===== src/rtl/hazard_pkg.sv =====
// Shared definitions for the register hazard scoreboard: latency encodings
// carried on issue_lat and the per-register scoreboard entry layout.
package hazard_pkg;

    // Latency encodings presented on issue_lat.
    localparam int LAT_VAR  = 0;   // variable latency, released by writeback
    localparam int LAT_ALU  = 1;   // single-cycle result, fully forwardable
    localparam int LAT_LOAD = 2;   // load: one bubble for an adjacent consumer
    localparam int LAT_MUL  = 4;   // fixed multi-cycle multiplier

    // Countdown field width inside an entry. It is fixed here so the struct
    // can live in the package; it must be at least the top-level LAT_W. The
    // upper bits stay zero when LAT_W is narrower and are trimmed away.
    localparam int SB_CNT_W = 16;

    typedef struct packed {
        logic                pending;
        logic                is_var;
        logic [SB_CNT_W-1:0] cnt;
    } sb_entry_t;

endpackage


===== src/rtl/sb_entry.sv =====
// One scoreboard entry: tracks whether a single architectural register has
// a result in flight, whether it is variable latency, and the cycles left
// before a fixed-latency result becomes forwardable.
module sb_entry
    import hazard_pkg::*;
#(
    parameter int LAT_W = 4
) (
    input  logic             clk,
    input  logic             rst,
    input  logic             issue_hit,   // EX instruction writes this register
    input  logic [LAT_W-1:0] issue_lat,
    input  logic             wb_hit,      // variable-latency writeback to this register
    output logic             pending,
    output logic             is_var
);

    sb_entry_t        entry;
    logic [LAT_W-1:0] lat_minus2;

    // Remaining scoreboard cycles once the bypass cycle has been accounted for.
    assign lat_minus2 = issue_lat - LAT_W'(2);

    // Entry update: reset, then issue (youngest writer wins), then countdown
    // or writeback release.
    // NOTE: sequential state uses non-blocking assignments so every entry
    // samples the same pre-edge values regardless of evaluation order.
    always_ff @(posedge clk) begin
        if (rst) begin
            entry <= '0;
        end else if (issue_hit) begin
            if (issue_lat == LAT_W'(LAT_VAR)) begin
                entry.pending <= 1'b1;
                entry.is_var  <= 1'b1;
                entry.cnt     <= '0;
            end else if (issue_lat > LAT_W'(LAT_LOAD)) begin
                entry.pending <= 1'b1;
                entry.is_var  <= 1'b0;
                entry.cnt     <= SB_CNT_W'(lat_minus2);
            end else begin
                // A fast writer supersedes any older in-flight result (WAW).
                entry <= '0;
            end
        end else if (entry.pending && !entry.is_var) begin
            entry.cnt <= entry.cnt - SB_CNT_W'(1);
            if (entry.cnt == SB_CNT_W'(1)) begin
                entry.pending <= 1'b0;
            end
        end else if (entry.pending && entry.is_var && wb_hit) begin
            entry.pending <= 1'b0;
            entry.is_var  <= 1'b0;
        end
    end

    assign pending = entry.pending;
    assign is_var  = entry.is_var;

endmodule


===== src/rtl/hazard_scoreboard.sv =====
// Decode-stage hazard scoreboard. Holds one entry per architectural register
// for results still in flight and raises a stall while any used source of
// the ID instruction cannot yet be forwarded. Also counts stalled cycles.
module hazard_scoreboard
    import hazard_pkg::*;
#(
    parameter int NREGS = 32,
    parameter int IDX_W = $clog2(NREGS),
    parameter int NSRC  = 2,
    parameter int LAT_W = 4,
    parameter int CNT_W = 32
) (
    input  logic                  clk,
    input  logic                  rst,
    input  logic                  issue_valid,
    input  logic                  issue_writes,
    input  logic [IDX_W-1:0]      issue_rd,
    input  logic [LAT_W-1:0]      issue_lat,
    input  logic                  wb_valid,
    input  logic [IDX_W-1:0]      wb_rd,
    input  logic [NSRC*IDX_W-1:0] src_idx,
    input  logic [NSRC-1:0]       src_used,
    output logic [NSRC-1:0]       src_stall,
    output logic                  load_use_stall,
    output logic [CNT_W-1:0]      stall_count
);

    // Every encodable index gets a slot so lookups never go out of range;
    // slots at or above NREGS (and register 0) read as never pending.
    localparam int NSLOT = 1 << IDX_W;

    logic [NSLOT-1:0] pending;
    logic [NSLOT-1:0] is_var;
    logic             issue_we;
    logic             issue_late;

    assign issue_we   = issue_valid && issue_writes && (issue_rd != '0);
    // The EX result is not forwardable next cycle unless it is a 1-cycle op.
    assign issue_late = issue_we &&
                        ((issue_lat == LAT_W'(LAT_VAR)) || (issue_lat >= LAT_W'(LAT_LOAD)));

    assign pending[0] = 1'b0;
    assign is_var[0]  = 1'b0;

    for (genvar r = 1; r < NSLOT; r++) begin : g_entry
        if (r < NREGS) begin : g_live
            sb_entry #(
                .LAT_W (LAT_W)
            ) u_entry (
                .clk       (clk),
                .rst       (rst),
                .issue_hit (issue_we && (issue_rd == IDX_W'(r))),
                .issue_lat (issue_lat),
                .wb_hit    (wb_valid && (wb_rd == IDX_W'(r))),
                .pending   (pending[r]),
                .is_var    (is_var[r])
            );
        end else begin : g_unused
            assign pending[r] = 1'b0;
            assign is_var[r]  = 1'b0;
        end
    end

    for (genvar k = 0; k < NSRC; k++) begin : g_src
        logic [IDX_W-1:0] src;
        logic             bypass_hit;
        logic             wb_fwd;

        assign src        = src_idx[k*IDX_W +: IDX_W];
        assign bypass_hit = issue_late && (issue_rd == src);
        // A same-cycle writeback of a variable-latency result is forwarded,
        // unless a younger writer in EX targets the same register.
        assign wb_fwd     = wb_valid && (wb_rd == src) && is_var[src] && !bypass_hit;
        assign src_stall[k] = src_used[k] && (src != '0) &&
                              (bypass_hit || pending[src]) && !wb_fwd;
    end

    assign load_use_stall = |src_stall;

    // Saturating count of cycles in which decode is held.
    always_ff @(posedge clk) begin
        if (rst) begin
            stall_count <= '0;
        end else if (load_use_stall && (stall_count != '1)) begin
            stall_count <= stall_count + CNT_W'(1);
        end
    end

endmodule


===== config.mk =====
export PLATFORM = sky130hd
export DESIGN_NAME = hazard_scoreboard
export DESIGN_NICKNAME = d
export VERILOG_FILES = /design/src/rtl/hazard_pkg.sv /design/src/rtl/sb_entry.sv /design/src/rtl/hazard_scoreboard.sv
export SDC_FILE = /design/constraint.sdc
export NUM_CORES = 2
export LEC_CHECK = 0
export ABC_AREA = 0
export CAP_MARGIN = 20
export CELL_PAD_IN_SITES_DETAIL_PLACEMENT = 0
export CELL_PAD_IN_SITES_GLOBAL_PLACEMENT = 1
export CORE_MARGIN = 2
export CORE_UTILIZATION = 45
export DETAILED_ROUTE_END_ITERATION = 8
export PLACE_DENSITY = 0.8
export SYNTH_ARGS = -nofsm -noshare
export SYNTH_HDL_FRONTEND = slang
export SYNTH_SLANG_ARGS = --single-unit
export TNS_END_PERCENT = 1

===== constraint.sdc =====
create_clock -name clk -period 6.75 [get_ports clk]
set_input_delay 1.35 -clock clk [delete_from_list [all_inputs] [get_ports clk]]
set_output_delay 1.35 -clock clk [all_outputs]
set_load 0.01 [all_outputs]

==> flow_summary.yaml <==
run_status:
  status: "complete, no violations"
timing:
  fin_tns_setup_ns: 0
  timing.slew.headroom_pct: 29.3
  finalWorstPathRequiredPeriod_ns: 5.85
  drv_slew: 0
  setup_ws_ns: 0.898
  rsz0062_at_grt: "no"
  fin_crit_sh_pct: 86.7
  fin_skew_ns: 0.0205
  setup_viol: 0
  worstMarginPinSlew_ns: 1.05
  hold_viol_final: 0
  whs_ns: 0.460
  fmax_mhz: 171
pwr:
  total_power_w: 0.00772
  ir_drop_mv: 0.171
  leakagePower_nw: 11.5
  power_density_nw_per_um2: 236
logic_synthesis:
  synth_cell_types: 65
  yosysWarnings: 0
  syn_nets: 3658
  synth_commonest_cells: "nor2_1, dfxtp_1, xnor2_1, nand2_1, a21oi_1"
  syn_inst: 3563
  synth-async-reset-ratio_pct: 0
  synth.most_common_cell: "nor2_1"
  synth.avg_cell_area_sq_um: 8.19
  synth.cell_area_sq_um: 29200
  synth-seq-cells: 590
  yosysTopAreaCellShare_pct: 40.5
  synth_area_leaders: "dfxtp_1, nor2_1, xnor2_1, xor2_1, nand2_1"
  synth_edf_count: 0
  ys_seq_area_share_pct: 40.5
  synth_top_area_cell: "dfxtp_1"
  synth_ff_type: "dfxtp_1"
drt:
  vias: 23800
  drt_iter0_drc: 1544
  drtAntennaViolNets: 0
  firstDrtPassIters: 5
  drc: 0
  totalWireLength_microns: 70600
  wl_per_cell_microns: 15.8
  via_per_inst: 5.32
floorplanning:
  io_pins: 66
  num_rows: 93
  fp.coreArea_sq_um: 64200
  die_x_microns: 259
  fp.dieH_microns: 259
  initial_core_util_pct: 45.4
  die_area_sq_um: 66900
clock_network:
  clock_latency_ns: 0.60
  cts-buffers-inserted: 68
  clk_pin_slew_worst_paths_ns: 0.05
  root_buffer: "clkbuf_16"
  cts_htree_levels: 3
  cts_buffer_depth: 3
  cts.repair.resized: 0
  cts.sinks: 590
  cts_tree: "yes"
  post_cts_buffers: 0
  cts_hold_buf: 0
critical_path:
  cp-start-kind: "input port"
  max_stage_delay_ns: 0.96
  cp-end-kind: "output port"
  cp_common_cell: "clkdlybuf4s50_1"
  worstSetupPathType: "in -> out"
  worst-path-buf-inv: 3
  required_ns: 5.40
  critPathTopFamily: "buffers and inverters"
  worstPathArrival_ns: 4.50
  crit_chain: "clkdlybuf4s50_1 -> mux4_2 -> mux2_2 -> nor2_1 -> nor4_1 -> o31a_1 -> a2bb2oi_4 -> inv_2 -> clkdlybuf4s50_1"
  crit_fanout: 15
  cp_slowest_cell: "clkdlybuf4s50_1"
job:
  cap_viol_max_count: 0
grt:
  grt_pass1_vias: 22200
  grt-ovfl-total: 0
  grt_max_degree: 102
  grt_usage_pct: 21.0
  antenna_found_initial: 6
  grt_pass1_wl_microns: 116000
placement:
  port_buffers: 65
  dp_slack_ns: 0.931
  gp_congestion: 0.900
  detailed_place_hpwl_microns: 47900
  placed_cell_area_sq_um: 30400
finish:
  area_growth_pct: 12.2
  nNetsFinal: 3657
  drive_gt1_share_pct: 5.12
  nFillCells: 6209
  fin_area_sq_um: 32700
min_path:
  hp-class: "reg -> reg"
registers in the layout, summed over array words and instances, names as in the netlist:
| register | cells |
|---|---|
| g_entry.g_live.u_entry.is_var | 31 |
| g_entry.g_live.u_entry.pending | 31 |
| stall_count | 32 |
| g_entry.g_live.u_entry.entry | 496 |
placed cells by master (no fill, tap or decap), drive strengths merged, types with 29 or more instances in the layout:
master           n
nand3          117
a211oi         126
or4             51
inv             92
nor4           120
a21oi          169
nor3           145
nand2b          38
o31ai           29
nor2b           86
o21ai           35
nand4           46
nand2          274
ha              64
or3             33
dfxtp          590
clkbuf         105
clkdlybuf4s50   63
xnor2          280
xor2           152
nor2           754
cells by family after synthesis:
logic type	synth area share (%)
muxes	2.65
buffers and inverters	3.44
xor gates and xnor gates	13.0
DFF	40.5
and+or+nand+nor	28.5
AOI/OAI and AO/OA	9.22
adders and majority gates	2.75
layout make-up:
type	instances	area [sq um]	area share (%)
Antenna cell	2	5.00	0.0153
Clock buffer	104	2030	6.21
Clock inverter	17	250	0.765
Inverter	89	334	1.02
Multi-Input combinational cell	2730	16400	50.1
Sequential cell	590	11800	36.1
Tap cell	855	1070	3.27
Timing Repair Buffer	83	807	2.47
report_power, final:
part	total (W)	switching (W)	internal (W)
logic	0.000406	0.000273	0.000133
clock network	0.00377	0.00147	0.00230
registers	0.00354	0.0000299	0.00351
worst paths after layout:
| path | from | end | slack, ns | cells after the start |
|---|---|---|---|---|
| setup / recovery | src_idx[0] | load_use_stall | 0.90 | 9 |
| hold / removal | g_entry[27].g_live.u_entry.entry[5] | g_entry[27].g_live.u_entry.entry[5] | 0.46 | 2 |
| setup reg to reg | stall_count[3] | stall_count[14] | 3.65 | 8 |
| hold reg to reg | g_entry[27].g_live.u_entry.entry[5] | g_entry[27].g_live.u_entry.entry[5] | 0.46 | 2 |
stage by stage:
stage                     utilization, %  instances
after floorplan                        -       3563
after global placement              47.4       4346
after detailed placement            47.4       4347
after CTS                           50.9       4468
after global routing                50.9       4468
final                               50.9       4470
worst register-to-register path, delay by kind of cell, from the launching register on:
kind / cells / cell delay, ns
muxes: 1 / 0.28
DFF: 1 / 0.43
buffers and inverters: 1 / 0.36
and+or+nand+nor: 6 / 1.91
layer usage:
| metal | routed length (microns) | GRT usage, % |
|---|---|---|
| met5 | 48 | 0 |
| met4 | 1460 | 5.97 |
| met3 | 3850 | 3.83 |
| met2 | 30900 | 33.2 |
| met1 | 34300 | 29.4 |
Power figures use the tool's default switching activity.
